===== config.mk =====
export PLATFORM = sky130hd
export DESIGN_NAME = arrow_scheduler
export DESIGN_NICKNAME = d
export VERILOG_FILES = /design/src/rtl/arrow_scheduler.sv
export SDC_FILE = /design/constraint.sdc
export NUM_CORES = 1
export LEC_CHECK = 0
export BUFFER_PORTS_ARGS = -buffer_cell sky130_fd_sc_hd__buf_2
export CORE_MARGIN = 2
export CORE_UTILIZATION = 45
export CTS_CLUSTER_SIZE = 30
export DETAILED_ROUTE_END_ITERATION = 10
export GPL_ROUTABILITY_DRIVEN = 1
export PLACE_DENSITY = 0.72
export SETUP_SLACK_MARGIN = 0.02
export SLEW_MARGIN = 20
export SYNTH_ARGS = -nofsm -noshare
export SYNTH_HDL_FRONTEND = slang
export SYNTH_SLANG_ARGS = --single-unit
export TNS_END_PERCENT = 10

===== constraint.sdc =====
create_clock -name iVGA_CLK -period 3.8 [get_ports iVGA_CLK]
set_input_delay 0.57 -clock iVGA_CLK [delete_from_list [all_inputs] [get_ports iVGA_CLK]]
set_output_delay 0.57 -clock iVGA_CLK [all_outputs]
set_load 0.005 [all_outputs]

===== src/rtl/arrow_scheduler.sv =====
// Two-player arrow scroller: frame-tick-paced shift of pattern codes toward a hit line,
// with per-player key judgement and timed good/bad indicators.
module arrow_scheduler #(
   parameter int unsigned STEP_FRAMES = 4,
   parameter int unsigned HOLD_FRAMES = 30
) (
   input  logic        iVGA_CLK,
   input  logic        iRST_n,
   input  logic        iVS,
   input  logic        iStart,
   input  logic        iStop,
   input  logic        pat_valid,
   input  logic [2:0]  pat_data,
   output logic        pat_ready,
   input  logic        p1_key_valid,
   input  logic [2:0]  p1_key,
   input  logic        p2_key_valid,
   input  logic [2:0]  p2_key,
   output logic [77:0] player1_indexes,
   output logic [77:0] player2_indexes,
   output logic [1:0]  player1_good_bad,
   output logic [1:0]  player2_good_bad,
   output logic        busy
);

   localparam int unsigned CW  = 3;
   localparam int unsigned AW  = 78;
   localparam int unsigned FCW = 8;

   localparam logic [1:0] ST_IDLE = 2'd0;
   localparam logic [1:0] ST_RUN  = 2'd1;
   localparam logic [1:0] ST_STEP = 2'd2;

   localparam logic [1:0] GB_NONE = 2'b00;
   localparam logic [1:0] GB_GOOD = 2'b01;
   localparam logic [1:0] GB_BAD  = 2'b10;

   logic                      vs_s1_q, vs_s2_q, vs_d_q;
   logic                      tick_c;
   logic [1:0]                state_q, state_d;
   logic [FCW-1:0]            frame_cnt_q, frame_cnt_d;
   logic [1:0][AW-1:0]        arr_q, arr_d;
   logic [1:0][1:0]           gb_q, gb_d;
   logic [1:0][FCW-1:0]       tmr_q, tmr_d;
   logic                      pat_ready_q, pat_ready_d;
   logic                      busy_q, busy_d;
   logic [CW-1:0]             pat_code_c;
   logic [1:0][CW-1:0]        key_c;
   logic [1:0]                kv_c;
   logic [1:0]                hit_c, ev_c;

   assign key_c = {p2_key, p1_key};
   assign kv_c  = {p2_key_valid, p1_key_valid};

   // Falling edge of the synchronised vertical sync marks a new frame.
   assign tick_c = vs_d_q & ~vs_s2_q;

   assign pat_code_c = (pat_valid && pat_data >= 3'd1 && pat_data <= 3'd4) ? pat_data : 3'd0;

   // Per-player judgement against the current hit-line slot.
   always_comb begin
      hit_c = '0;
      ev_c  = '0;
      for (int p = 0; p < 2; p++) begin
         hit_c[p] = kv_c[p] && (arr_q[p][CW-1:0] != '0) && (key_c[p] == arr_q[p][CW-1:0]);
         ev_c[p]  = kv_c[p] || ((state_q == ST_STEP) && (arr_q[p][CW-1:0] != '0));
      end
   end

   always_comb begin
      state_d     = state_q;
      frame_cnt_d = frame_cnt_q;
      arr_d       = arr_q;
      gb_d        = gb_q;
      tmr_d       = tmr_q;

      case (state_q)
         ST_IDLE: if (iStart) state_d = ST_RUN;
         ST_RUN: begin
            if (tick_c) begin
               if (frame_cnt_q == FCW'(STEP_FRAMES - 1)) begin
                  state_d     = ST_STEP;
                  frame_cnt_d = '0;
               end else begin
                  frame_cnt_d = frame_cnt_q + FCW'(1);
               end
            end
         end
         ST_STEP: state_d = ST_RUN;
         default: state_d = ST_IDLE;
      endcase

      for (int p = 0; p < 2; p++) begin
         if (hit_c[p] && state_q == ST_RUN) arr_d[p][CW-1:0] = '0;
         if (state_q == ST_STEP) arr_d[p] = {pat_code_c, arr_q[p][AW-1:CW]};
         if (ev_c[p]) begin
            gb_d[p]  = hit_c[p] ? GB_GOOD : GB_BAD;
            tmr_d[p] = FCW'(HOLD_FRAMES);
         end else if (tick_c && tmr_q[p] != '0) begin
            tmr_d[p] = tmr_q[p] - FCW'(1);
            if (tmr_q[p] == FCW'(1)) gb_d[p] = GB_NONE;
         end
      end

      // Stop overrides everything; IDLE keeps all game state cleared.
      if (iStop || state_q == ST_IDLE) begin
         arr_d       = '0;
         gb_d        = '0;
         tmr_d       = '0;
         frame_cnt_d = '0;
      end
      if (iStop) state_d = ST_IDLE;

      pat_ready_d = (state_d == ST_STEP);
      busy_d      = (state_d != ST_IDLE);
   end

   always_ff @(posedge iVGA_CLK or negedge iRST_n) begin
      if (!iRST_n) begin
         vs_s1_q     <= 1'b0;
         vs_s2_q     <= 1'b0;
         vs_d_q      <= 1'b0;
         state_q     <= ST_IDLE;
         frame_cnt_q <= '0;
         arr_q       <= '0;
         gb_q        <= '0;
         tmr_q       <= '0;
         pat_ready_q <= 1'b0;
         busy_q      <= 1'b0;
      end else begin
         vs_s1_q     <= iVS;
         vs_s2_q     <= vs_s1_q;
         vs_d_q      <= vs_s2_q;
         state_q     <= state_d;
         frame_cnt_q <= frame_cnt_d;
         arr_q       <= arr_d;
         gb_q        <= gb_d;
         tmr_q       <= tmr_d;
         pat_ready_q <= pat_ready_d;
         busy_q      <= busy_d;
      end
   end

   assign player1_indexes  = arr_q[0];
   assign player2_indexes  = arr_q[1];
   assign player1_good_bad = gb_q[0];
   assign player2_good_bad = gb_q[1];
   assign pat_ready        = pat_ready_q;
   assign busy             = busy_q;

endmodule


==> impl_metrics.json <==
{
  "status": "finished, final reports clean",
  "setup_viol": 0,
  "drv_cap": 0,
  "io_pins": 179,
  "path_max_fanout": 48,
  "clk_latency_ns": 0.41,
  "drive_above_1_share_pct": 33.6,
  "power_density_mw_per_mm2": 446,
  "fin_skew_ns": 0.00992,
  "cp-startpoint": "state_q[0]",
  "viasPerCell": 5.47,
  "syn_nets": 570,
  "synth_top_area_share_pct": 51.9,
  "path_cells": "buf_4 -> nor2b_2 -> a32o_1",
  "crit_end": "player2_indexes[2]",
  "top_layer": "met4",
  "synthFlopType": "dfrtp_1",
  "peakVddDrop_uv": 250,
  "internal_power_uw": 2320,
  "antenna_found_initial": 0,
  "path_class": "flip-flop to flip-flop",
  "postSynth.asyncResetShare_pct": 100,
  "synth_area_leaders": "dfrtp_1 (52%), buf_4 (10%), a22oi_1 (8.2%)",
  "p_leak_uw": 0.00351,
  "hold_viol": 0,
  "end_kind": "flip-flop",
  "p_sw_uw": 662,
  "num_vias": 4516,
  "fmax_ghz": 0.425,
  "detail_route.iter0.violations": 279,
  "r2r_slack_ns": 1.45,
  "cts_buffer_depth": 2,
  "drc_errors": 0,
  "worstPathArrival_ns": 2.70,
  "ys_seq_area_share_pct": 51.9,
  "netlist_instances": 546,
  "post_cts_buffers": 0,
  "pwr-share-clk_pct": 53.3,
  "min_path_type": "input pin to async pin",
  "synthTopCellsByCount": "dfrtp_1 (116), nor2_1 (80), buf_4 (75)",
  "overflow": 0,
  "syn_area_per_cell_um2": 10.3,
  "final.fill_count": 1012,
  "start_util_pct": 46.4,
  "ctsResizeCount": 0,
  "crit_slowest_cell": "dfrtp_2",
  "cp.required_ns": 4.14,
  "combPwrFrac_pct": 4.3,
  "dr.pass1.iters": 5,
  "postRouteAntennaNets": 0,
  "first_global_vias": 4368,
  "rsz0062_at_grt": "no",
  "core_area_mm2": 0.0121,
  "h-tree-depth": 4,
  "gp_congestion": 0.931,
  "synth_most_common_cell": "dfrtp_1",
  "wl_um": 14000,
  "yosysTopAreaCell": "dfrtp_1",
  "numCtsBuffers": 17,
  "cts-root-buf": "clkbuf_16",
  "cts_sinks": 116,
  "wl_per_cell_um": 17.0,
  "worstSetupPathDepth": 3,
  "fp.dieW_um": 116,
  "rr_endpoint": "player2_indexes[2]",
  "synth_area_mm2": 0.00560,
  "setup_tns_ns": 0,
  "final_area_mm2": 0.00668,
  "startpoint_type": "flip-flop",
  "r2r_cells": 3,
  "power.share.sequential_pct": 42.4,
  "yosysWarnings": 0,
  "r2r-start": "state_q[0]",
  "cp.buffers_inverters": 1,
  "period_needed_ns": 2.35,
  "slowest_delay_ns": 0.75,
  "fin_nets": 668,
  "tightest_slew_ns": 0.890,
  "area_growth_pct": 19.4,
  "clk_pin_slew_worst_paths_ns": 0.05,
  "n_antenna_cell": 0,
  "postPlaceCellArea_mm2": 0.00609,
  "num_rows": 40,
  "hold_ws_ns": 0.190,
  "fp.dieH_um": 116,
  "grt_max_degree": 69,
  "synth-seq-cells": 116,
  "maxSlewHeadroom_pct": 40.6,
  "fin_crit_sh_pct": 61.9,
  "route.met3.wl_um": 985,
  "cts_tree": "yes",
  "synth_cell_type_count": 47,
  "critPathTopFamily": "flip-flops",
  "track_usage_pct": 21.8,
  "hpwlAfterDp_um": 9510,
  "drv_slew": 0,
  "grt_pass1_wl_um": 22600,
  "wl_met2_um": 6830,
  "holdBufCountCts": 0,
  "swShare_pct": 22.2,
  "dieArea_mm2": 0.0133,
  "portBuffers": 178,
  "synth_edf_count": 0,
  "met1_length_um": 6000
}
layout make-up:
| cell class | instances | area, um^2 | area share (%) |
|---|---|---|---|
| Clock buffer | 24 | 492 | 7.36 |
| Sequential cell | 116 | 2900 | 43.5 |
| Clock inverter | 8 | 98.8 | 1.48 |
| Tap cell | 168 | 210 | 3.15 |
| Timing Repair Buffer | 183 | 943 | 14.1 |
| Inverter | 12 | 45.0 | 0.674 |
| Multi-Input combinational cell | 314 | 1990 | 29.8 |
power by group through the flow:
stage               logic (uW)  registers [uW]  clock network [uW]
floorplan                 78.5            1270                   0
global placement           126            1280                   0
detailed placement         130            1280                   0
CTS                        130            1260                1600
global route               145            1260                1670
finish                     129            1260                1590
layer usage:
metal,track usage [%],up-vias
met5,0,-
met4,7.55,0
met3,6.49,18
met2,34.2,204
met1,29.2,2229
li1,-,2065
registers in the layout, summed over array words and instances (netlist names):
signal and cells:
state_q 2, busy 1, frame_cnt_q 8, vs_d_q 1
vs_s1_q 1, tmr_q 16, player2_good_bad 2, vs_s2_q 1
player1_good_bad 2, pat_ready 1, player1_indexes 78, player2_indexes 3
placed cells by master (no fill, tap or decap), drive strengths merged, types with 3 or more instances in the layout:
master,netlist,routed
nor4b,3,3
xnor2,6,6
o21bai,5,5
a22o,15,15
o21ai,8,8
nor2b,3,3
and3,3,3
ha,7,7
clkbuf,23,24
nand2b,8,8
nand2,27,27
xor2,6,6
a22oi,61,61
clkinv,0,4
a211oi,5,5
nand3,4,4
nor2,80,80
mux2,3,3
a31oi,7,7
a32o,6,6
o2111ai,3,3
dfrtp,116,116
nor3,3,3
inv,12,12
nand3b,3,3
nor4bb,3,3
nor3b,3,3
buf,81,183
a21oi,17,17
nand4,4,4
through the flow:
stage / power (uW) / util (%) / instances / setup WS, ns
5_1_grt: 3080 / 55.4 / 825 / 1.21
3_3_place_gp: 1410 / 50.5 / 793 / 1.54
6_report: 2980 / 55.4 / 825 / 1.45
2_1_floorplan: 1350 / - / 546 / 2.02
3_5_place_dp: 1410 / 50.5 / 793 / 1.47
4_1_cts: 2990 / 55.4 / 825 / 1.46
worst min-delay path by stage:
stage | from | end | slack, ns | cells past startpoint
2_1_floorplan | iRST_n | busy | 0.27 | 0
3_3_place_gp | vs_s1_q | vs_s2_q | 0.34 | 0
3_5_place_dp | vs_s1_q | vs_s2_q | 0.34 | 0
4_1_cts | iRST_n | tmr_q[7] | 0.21 | 1
5_1_grt | iRST_n | tmr_q[7] | 0.25 | 1
6_report | iRST_n | tmr_q[7] | 0.19 | 1
cell families (layout without fill, tap and decap cells):
logic type	Yosys count	after routing	share of synthesized area [%]
fa+ha+maj	7	7	1.56
flops	116	116	51.9
compound gates	139	139	18.4
mux	3	3	0.603
buf+inv	116	227	12.8
simple gates	153	153	12.9
xor+xnor	12	12	1.88
Power figures use the tool's default switching activity.
